===== src/rtl/mdu_ctrl_pkg.sv =====
// ============================================================================
// Module : mdu_ctrl_pkg
// Brief  : Op codes, FSM state encodings and op-decode helpers for mdu_ctrl.
// Rev    : 1.0 - initial release
// ============================================================================
`default_nettype none

package mdu_ctrl_pkg;

    localparam logic [2:0] MDU_MULT  = 3'd0;
    localparam logic [2:0] MDU_MULTU = 3'd1;
    localparam logic [2:0] MDU_DIV   = 3'd2;
    localparam logic [2:0] MDU_DIVU  = 3'd3;
    localparam logic [2:0] MDU_MTHI  = 3'd4;
    localparam logic [2:0] MDU_MTLO  = 3'd5;

    localparam int         MDU_STATE_W = 2;
    localparam logic [1:0] MDU_IDLE    = 2'd0;
    localparam logic [1:0] MDU_CALC    = 2'd1;
    localparam logic [1:0] MDU_FIXUP   = 2'd2;

    function automatic logic mdu_is_iter(input logic [2:0] op);
        return (op == MDU_MULT) || (op == MDU_MULTU) ||
               (op == MDU_DIV)  || (op == MDU_DIVU);
    endfunction

    function automatic logic mdu_is_signed(input logic [2:0] op);
        return (op == MDU_MULT) || (op == MDU_DIV);
    endfunction

    function automatic logic mdu_is_div(input logic [2:0] op);
        return (op == MDU_DIV) || (op == MDU_DIVU);
    endfunction

endpackage

`default_nettype wire


===== src/rtl/mdu_step.sv =====
// ============================================================================
// Module : mdu_step
// Brief  : One combinational iteration of shift-add multiply / restoring divide.
// Rev    : 1.0 - initial release
// ============================================================================
`default_nettype none

module mdu_step (
    input  logic [63:0] i_acc,
    input  logic [31:0] i_operand,
    input  logic        i_is_div,
    output logic [63:0] o_acc
);

    logic [32:0] w_addend;
    logic [32:0] w_sum;
    logic [63:0] w_mul_next;
    logic [32:0] w_rem_sh;
    logic [32:0] w_trial;
    logic [63:0] w_div_next;

    // Multiply: acc = {partial product, remaining multiplier bits}, shifted right.
    always_comb begin
        w_addend   = i_acc[0] ? {1'b0, i_operand} : 33'd0;
        w_sum      = {1'b0, i_acc[63:32]} + w_addend;
        w_mul_next = {w_sum, i_acc[31:1]};
    end

    // Divide: acc = {remainder, dividend/quotient}; quotient bits enter at bit 0.
    always_comb begin
        w_rem_sh   = i_acc[63:31];
        w_trial    = w_rem_sh - {1'b0, i_operand};
        w_div_next = w_trial[32] ? {i_acc[62:0], 1'b0}
                                 : {w_trial[31:0], i_acc[30:0], 1'b1};
    end

    always_comb begin
        o_acc = i_is_div ? w_div_next : w_mul_next;
    end

endmodule

`default_nettype wire


===== src/rtl/mdu_ctrl.sv =====
// ============================================================================
// Module : mdu_ctrl
// Brief  : Multi-cycle MIPS32 multiply/divide controller owning HI/LO.
// Rev    : 1.0 - initial release
// ============================================================================
`default_nettype none

module mdu_ctrl
    import mdu_ctrl_pkg::*;
#(
    parameter int WIDTH = 32,
    parameter int ITERS = 32
) (
    input  logic             clk,
    input  logic             rst,
    input  logic             start,
    input  logic [2:0]       op,
    input  logic [WIDTH-1:0] a,
    input  logic [WIDTH-1:0] b,
    input  logic             flush,
    output logic             busy,
    output logic             done,
    output logic [WIDTH-1:0] hi,
    output logic [WIDTH-1:0] lo
);

    localparam int CNT_W = $clog2(ITERS);
    localparam logic [CNT_W-1:0] c_last = CNT_W'(ITERS - 1);

    logic [MDU_STATE_W-1:0] r_state;
    logic [MDU_STATE_W-1:0] w_next_state;
    logic [CNT_W-1:0]       r_cnt;
    logic [63:0]            r_acc;
    logic [31:0]            r_opnd;
    logic                   r_is_div;
    logic                   r_neg_q;
    logic                   r_neg_r;
    logic                   r_div0;
    logic [31:0]            r_hi;
    logic [31:0]            r_lo;
    logic                   r_done;

    logic                   w_accept;
    logic                   w_signed;
    logic [31:0]            w_a_mag;
    logic [31:0]            w_b_mag;
    logic [63:0]            w_acc_next;
    logic [63:0]            w_prod;
    logic [31:0]            w_quo;
    logic [31:0]            w_rem;
    logic [31:0]            w_fix_hi;
    logic [31:0]            w_fix_lo;

    // A flush in IDLE drops any simultaneous issue, including MTHI/MTLO.
    always_comb begin
        w_accept = (r_state == MDU_IDLE) && start && !flush;
        w_signed = mdu_is_signed(op);
        w_a_mag  = (w_signed && a[31]) ? (32'd0 - a) : a;
        w_b_mag  = (w_signed && b[31]) ? (32'd0 - b) : b;
    end

    mdu_step u_step (
        .i_acc     (r_acc),
        .i_operand (r_opnd),
        .i_is_div  (r_is_div),
        .o_acc     (w_acc_next)
    );

    // Zero divisor leaves the remainder equal to |a|, so the remainder sign
    // fix-up restores the original a in HI; only LO needs forcing.
    always_comb begin
        w_prod = r_neg_q ? (64'd0 - r_acc) : r_acc;
        w_quo  = r_neg_q ? (32'd0 - r_acc[31:0]) : r_acc[31:0];
        w_rem  = r_neg_r ? (32'd0 - r_acc[63:32]) : r_acc[63:32];
        if (r_is_div) begin
            w_fix_hi = w_rem;
            w_fix_lo = r_div0 ? 32'hFFFF_FFFF : w_quo;
        end else begin
            w_fix_hi = w_prod[63:32];
            w_fix_lo = w_prod[31:0];
        end
    end

    always_ff @(posedge clk) begin
        if (rst) begin
            r_state <= MDU_IDLE;
        end else begin
            r_state <= w_next_state;
        end
    end

    always_comb begin
        w_next_state = r_state;
        case (r_state)
            MDU_IDLE: begin
                if (w_accept && mdu_is_iter(op)) begin
                    w_next_state = MDU_CALC;
                end
            end
            MDU_CALC: begin
                if (flush) begin
                    w_next_state = MDU_IDLE;
                end else if (r_cnt == c_last) begin
                    w_next_state = MDU_FIXUP;
                end
            end
            MDU_FIXUP: begin
                w_next_state = MDU_IDLE;
            end
            default: begin
                w_next_state = MDU_IDLE;
            end
        endcase
    end

    always_comb begin
        busy = (r_state != MDU_IDLE);
    end

    always_ff @(posedge clk) begin
        if (rst) begin
            r_cnt    <= '0;
            r_acc    <= 64'd0;
            r_opnd   <= 32'd0;
            r_is_div <= 1'b0;
            r_neg_q  <= 1'b0;
            r_neg_r  <= 1'b0;
            r_div0   <= 1'b0;
            r_hi     <= 32'd0;
            r_lo     <= 32'd0;
            r_done   <= 1'b0;
        end else begin
            r_done <= 1'b0;
            case (r_state)
                MDU_IDLE: begin
                    if (w_accept) begin
                        if (mdu_is_iter(op)) begin
                            r_acc    <= {32'd0, w_a_mag};
                            r_opnd   <= w_b_mag;
                            r_is_div <= mdu_is_div(op);
                            r_neg_q  <= w_signed && (a[31] ^ b[31]);
                            r_neg_r  <= w_signed && a[31];
                            r_div0   <= (b == 32'd0);
                            r_cnt    <= '0;
                        end else if (op == MDU_MTHI) begin
                            r_hi   <= a;
                            r_done <= 1'b1;
                        end else if (op == MDU_MTLO) begin
                            r_lo   <= a;
                            r_done <= 1'b1;
                        end
                    end
                end
                MDU_CALC: begin
                    if (!flush) begin
                        r_acc <= w_acc_next;
                        r_cnt <= r_cnt + 1'b1;
                    end
                end
                MDU_FIXUP: begin
                    if (!flush) begin
                        r_hi   <= w_fix_hi;
                        r_lo   <= w_fix_lo;
                        r_done <= 1'b1;
                    end
                end
                default: begin
                    r_done <= 1'b0;
                end
            endcase
        end
    end

    assign done = r_done;
    assign hi   = r_hi;
    assign lo   = r_lo;

endmodule

`default_nettype wire


===== config.mk =====
export PLATFORM = sky130hd
export DESIGN_NAME = mdu_ctrl
export DESIGN_NICKNAME = d
export VERILOG_FILES = /design/src/rtl/mdu_ctrl_pkg.sv /design/src/rtl/mdu_step.sv /design/src/rtl/mdu_ctrl.sv
export SDC_FILE = /design/constraint.sdc
export NUM_CORES = 1
export LEC_CHECK = 0
export BUFFER_PORTS_ARGS = -buffer_cell sky130_fd_sc_hd__buf_2
export CAP_MARGIN = 15
export CORE_MARGIN = 5
export CORE_UTILIZATION = 30
export CTS_CLUSTER_SIZE = 40
export DETAILED_ROUTE_END_ITERATION = 16
export PLACE_DENSITY = 0.57
export SYNTH_ARGS = -nofsm -noshare
export SYNTH_HDL_FRONTEND = slang
export SYNTH_SLANG_ARGS = --single-unit

===== constraint.sdc =====
create_clock -name clk -period 3.3 [get_ports clk]
set_input_delay 0 -clock clk [delete_from_list [all_inputs] [get_ports clk]]
set_output_delay 0 -clock clk [all_outputs]
set_load 0.05 [all_outputs]

After elaboration in Yosys (flattened, before gate mapping)
Index checks and enable logic that the tools add are counted.

storage, ports and cells
  bits in registers = 172

cells by class
  add/subtract/negate cells = 8
  eq/ne operators = 18
  muxes and demuxes = 40
  bitwise gates (word level) = 1
  reduce and logical (&&, ||, !) cells = 23

operator list
  operator                                                                number
  32-bit 2-to-1 mux                                                       17
  64-bit 2-to-1 mux                                                       6
  32-bit one-hot mux with 2 select lines                                  2
  64-bit one-hot mux with 2 select lines                                  1
  1-bit by 32-bit subtractor with 32-bit output (first input constant)    4
  1-bit by 64-bit subtractor with 64-bit output (first input constant)    1
  32-bit by 33-bit adder with 33-bit output                               1
  33-bit by 32-bit subtractor with 33-bit output                          1
  32-bit zero test                                                        1
  5-bit 2-to-1 mux                                                        3
  2-bit != test (second input constant)                                   5
  5-bit one-hot mux with 2 select lines                                   1
  2-bit by 1-bit != test with 1-bit output (second input constant)        4
  3-bit by 2-bit equality test with 1-bit output (second input constant)  2
  3-bit equality test (second input constant)                             2
  1-bit logical AND                                                       6
  2-bit 2-to-1 mux                                                        3
  6-bit AND reduction                                                     1
  2-bit nonzero test                                                      3
  5-bit by 1-bit adder with 5-bit output (second input constant)          1
  5-bit equality test (second input constant)                             1
  1-bit logical OR                                                        5
  1-bit 2-to-1 mux                                                        5
  5-bit AND reduction                                                     1
  13 further kinds                                                        13

Longest topological paths before layout
  depth after elaboration = 7
  mapped depth = 14

Modules after synthesis
From an unflattened synthesis, not the netlist that was laid out.

unflattened totals
  cells, all modules = 2013
  area total of the unflattened synthesis = 14704.1 sq um

modules (own cells, without submodules)
  module    instances  cells each  area each (sq um)  sequential area each (sq um)
  mdu_ctrl  1          1319        9937.0             3443.3
  mdu_step  1          694         4767.1             0.0

Least setup slack after synthesis
OpenSTA, ideal clock, no wires.

  kind = reg2reg
  start = register r_acc[0]
  end = register r_acc[58]
  setup time = 0.101 ns
  arrival time = 2.845 ns
  required time = 3.199 ns
  setup slack = 0.354 ns
  cell stages (with the launch flop) = 15
  path buffers = 2
  clock period less this slack = 2.946 ns
  cell sequence = dfxtp_1 > inv_1 > clkbuf_1 > nor2_1 > ha_1 > clkbuf_1 > a211oi_1 > o211ai_1 > nand2_1 > a31oi_1 > o41ai_1 > o21ai_1 > xnor2_1 > nor2_1 > o41ai_1

on the way
  cells in the longest elaborated chain, start to end = 5

ends and longest elaborated chain
  item                                       line             text
  start, declared                            mdu_ctrl.sv:33   logic [63:0] r_acc;
  start signal, assigned                     mdu_ctrl.sv:138  r_acc <= {32'd0, w_a_mag};
  start signal, assigned                     mdu_ctrl.sv:156  r_acc <= w_acc_next;
  32-bit 2-to-1 mux                          mdu_step.sv:24   w_addend = i_acc[0] ? {1'b0, i_operand} : 33'd0;
  32-bit by 33-bit adder with 33-bit output  mdu_step.sv:25   w_sum = {1'b0, i_acc[63:32]} + w_addend;
  64-bit 2-to-1 mux                          mdu_step.sv:38   o_acc = i_is_div ? w_div_next : w_mul_next;
  64-bit 2-to-1 mux                          mdu_ctrl.sv:155  if (!flush) begin
  64-bit one-hot mux with 2 select lines     mdu_ctrl.sv:134  case (r_state)

Every way passes these cells. The select of a mux whose other input is x is not followed.
A chain may end at the register's enable or synchronous reset.

Worst setup path in the final report
  start = input b[10]
  end = register r_opnd[31]

on the way
  cells in the longest elaborated chain, start to end = 2

ends and longest elaborated chain
  item                                           line             text
  start, declared                                mdu_ctrl.sv:19   input logic [WIDTH-1:0] b,
  1-bit by 32-bit subtractor with 32-bit output  mdu_ctrl.sv:59   w_b_mag = (w_signed && b[31]) ? (32'd0 - b) : b;
  32-bit 2-to-1 mux                              mdu_ctrl.sv:59
  end signal, assigned                           mdu_ctrl.sv:139  r_opnd <= w_b_mag;
  end, declared                                  mdu_ctrl.sv:34   logic [31:0] r_opnd;

Every way passes these cells.

==> impl_summary.md <==
Synthesis
The synthesized design spends more area on one cell type than any other, namely sky130_fd_sc_hd__dfxtp_1. The count of flip-flops with a built-in enable after synthesis is 0. A synthesized cell averages 7.425 um^2. The cell count after synthesis is approximately 1,900.

sky130_fd_sc_hd__nor2_1 is the most common cell in the netlist. Synthesis instantiated 84 different standard cells from the library. The area share of the largest cell type after synthesis is 24.77%. The share of flip-flops with an asynchronous set or reset after synthesis is 0%.

The synthesized net count is 2,015. By area the synthesized netlist is led by sky130_fd_sc_hd__dfxtp_1 (25%), sky130_fd_sc_hd__a21oi_1 (6.4%), sky130_fd_sc_hd__ha_1 (6.3%). The number of synthesized register bits is 172. Sequential cells were found to cover 24.77% of the synthesized design area.

After synthesis, the most frequently instantiated cells are sky130_fd_sc_hd__nor2_1 (217), sky130_fd_sc_hd__a21oi_1 (177), sky130_fd_sc_hd__nand2_1 (176). In this run the cell area of the synthesized design comes to 0.01390 mm^2. Among all flip-flop cells after synthesis, the most frequent one is sky130_fd_sc_hd__dfxtp_1. The number of warnings issued by yosys is 0.

Placed design
Buffers placed on the I/O ports in this run total 136. Once detailed placement completed, the half-perimeter wirelength came to 40,300 um. After detailed placement, the design holds a cell count of roughly 2,600. At the end of routability-driven placement, the weighted congestion stood at ~0.94. Before CTS, the worst setup slack after placement is -0.01440 ns. The post-detailed-placement cell area is 0.01571 mm^2.

Detailed routing
The number of vias after detailed routing is ~15,000. After detailed routing, the number of vias per cell comes to 5.595. In the routed design, unresolved DRC markers number 0. The final antenna-violating net count is 0.

The initial DRC count is roughly 1,300. The final routed wirelength across all metal layers is about 53,000 um. The first-pass iteration count of the detailed router is 5. In the final routed layout, each cell accounts on average for 19.83 um.

Finish
The post-route cell area is 0.01708 mm^2. The number of antenna diodes is 0. The fraction of layout instances using a drive strength above 1 is 16.05%. For this run, the number of standard cells in the final layout without fillers is 2,681. The signed area change from the synthesized netlist to the final layout is 22.86%. The number of nets at the end of the flow is 2,211. The count of filler cells inserted in the layout is 4,744.

Timing
The final max-slew violation count is 0. The clock period minus worst slack is 3.161 ns. Across all hold checks on the routed design, the worst slack comes to 0.01343 ns. The fmax is 316.3 MHz.

Across all setup checks in the final design, the least slack found is approximately 0.14 ns. Measured against its own limit, the worst slew margin works out to 34.68%. Setup violations remaining at the end of the flow were counted as 0.

The transition time at the pin with the least slew margin is 0.9799 ns. The number of failing hold endpoints at the final stage is 0. The worst path uses 95.79% of the clock period. The clock skew is between 0.015 and 0.02 ns.

Floorplan
The chip width is 225.3 um. The initial standard-cell utilization of the core is 30.50%. The core outline area is 0.04558 mm^2. The top-level port count is 137.

The overall die area is 0.05074 mm^2. The floorplan has 78 rows. The height of the chip is ~230 um.

Critical path
The delay of the slowest cell on the worst path is roughly 0.57 ns. The setup path with the least slack is of type in2reg. The critical path goes through dlygate4sd3_1 > buf_2 > nor3_1 > nand2b_1 > or3_1 > or3_1 > nor3_4 > and3_2 > nor3b_1 > o311ai_1 > dlygate4sd3_1 > a21oi_1.

The category of the worst setup path capture point is a flip-flop. The data arrival at the endpoint of the critical path is 3.56 ns. For this design, the slowest cell found on the critical path is sky130_fd_sc_hd__dlygate4sd3_1. Of all nets on the critical path, the largest fanout is 4.

The critical path required time is between 3 and 4 ns. STA classifies the critical path startpoint as an input pin.

Power and ir drop
The power per cell area is 335.7 mW/mm^2. In this run the power spent charging and discharging nets is a little under 2000 uW. Summed over all cells, the static leakage comes to 0.006886 uW. Combinational logic is responsible for 22.5% of the overall power. The internal portion of total power is 3808 uW. The clock network is responsible for 39.0% of the overall power. The proportion of power drawn by flip-flops and latches is 38.5%. The maximum vdd ir drop is 0.0003127 V. The fraction of power spent switching nets is roughly a third.

Worst hold path
The tightest min-delay check is of the in2reg type.

Flow run
Across the run, the number of max-cap violations was 0.

Clock network
Buffers inserted during clock tree synthesis total 17. The clock slew seen by the registers of the worst setup and hold paths is 0.08 ns. The longest clock path from root to sink contains 2 buffers. The clock latency reported for the late side of the worst-skew pair is 0.47 ns. The H-tree generated during clock tree synthesis spans 4 levels.

The clock net sink count is 172. TritonCTS built the clock tree. The root buffer cell is sky130_fd_sc_hd__clkbuf_16.

Global route
The via count of the first global-routing pass is 14,106. Entering global routing, the biggest net connects 59 pins. The number of antenna violations at the first check in global routing was 0. The first global-routing pass estimated approximately 81,000 um of wire. For this run, the total global-route usage over all layers was measured as 19.97%.

Global routing finished with a remaining overflow of 0.

Outcome
The flow ran to the end, and the final reports show no timing, DRC or antenna violations.
==> registers in the layout, summed over array words and instances (netlist names) <==
signal    count
r_is_div      1
r_neg_r       1
r_neg_q       1
lo           32
r_div0        1
r_acc        64
hi           32
r_state       2
done          1
r_cnt         5
r_opnd       32
==> worst max-delay path, delay by kind of cell <==
| family | cells | cell delay, ns |
|---|---|---|
| AND/OR/NAND/NOR | 7 | 2.06 |
| buffers and inverters | 3 | 1.25 |
| AO/OA/AOI/OAI | 2 | 0.25 |
==> through the flow <==
step / TNS, ns / utilization (%) / power [uW]
after floorplan: 0 / - / 3034
after global placement: -0.01328 / 34.47 / 3438
after detailed placement: -0.01440 / 34.47 / 3445
after CTS: 0 / 37.15 / 5727
after global routing: -0.03989 / 37.47 / 5963
final: 0 / 37.47 / 5732
==> layer usage <==
metal  global-route usage (%)  share of wire, %  up-vias
met5                        0                 0        -
met4                    5.916               2.8        0
met3                    3.921               6.9       95
met2                    31.72                45      566
met1                    27.52                45     7148
li1                         -                 -     7191
==> layout make-up <==
| cell class | count | area [um^2] | area share, % |
|---|---|---|---|
| Multi-Input combinational cell | 1509 | 9863 | 57.76 |
| Sequential cell | 172 | 3447 | 20.19 |
| Timing Repair Buffer | 301 | 2130 | 12.47 |
| Tap cell | 600 | 750.7 | 4.396 |
| Clock buffer | 18 | 439.2 | 2.572 |
| Inverter | 67 | 251.5 | 1.473 |
| Clock inverter | 14 | 195.2 | 1.143 |
==> power groups by stage <==
stage / combinational (uW) / sequential, uW / clock, uW
finish: 1290 / 2200 / 2240
floorplan: 776 / 2260 / 0
detailed placement: 1190 / 2250 / 0
CTS: 1250 / 2200 / 2270
global route: 1400 / 2210 / 2350
global placement: 1190 / 2250 / 0
==> logic make-up after synthesis <==
logic type,count (synthesis),share of synthesized area [%]
DFF,172,24.77
adders and majority gates,72,6.589
and+or+nand+nor,588,19.61
xor gates and xnor gates,172,10.84
muxes,45,3.250
AOI/OAI and AO/OA,632,29.66
buffers and inverters,191,5.284
==> layout by cell type (no fill, tap or decap), drive strengths merged, types with 41 or more instances in the layout <==
cell type    instances
a211oi              71
a21oi              177
buf                242
dfxtp              172
dlygate4sd3         58
ha                  70
inv                 73
mux2i               44
nand2              177
nor2               218
nor3                41
o21ai              147
xnor2              100
xor2                72
==> what timing repair did <==
| action | 4_1_cts | 5_1_grt |
|---|---|---|
| setup buffers | 0 | 1 |
| hold buffers | 58 | 0 |
| pin swaps | 0 | 2 |
| gates resized for setup | 1 | 27 |
| setup endpoints to repair | 1 | 32 |
| hold endpoints to repair | 56 | 0 |
| gates cloned | 0 | 1 |
==> path summary, 6_finish.rpt <==
kind	end	startpoint	depth (start not counted)	slack, ns
worst min-delay path	lo[20]$_SDFFE_PP0P_	a[20]	3	0.01
worst max-delay path	r_opnd[31]$_SDFFE_PP0P_	b[10]	12	0.14
worst min register to register	hi[25]$_SDFFE_PP0P_	hi[25]$_SDFFE_PP0P_	2	0.45
worst max register to register	r_acc[55]$_SDFFE_PP0P_	r_acc[0]$_SDFFE_PP0P_	15	0.17
Power figures use the tool's default switching activity.
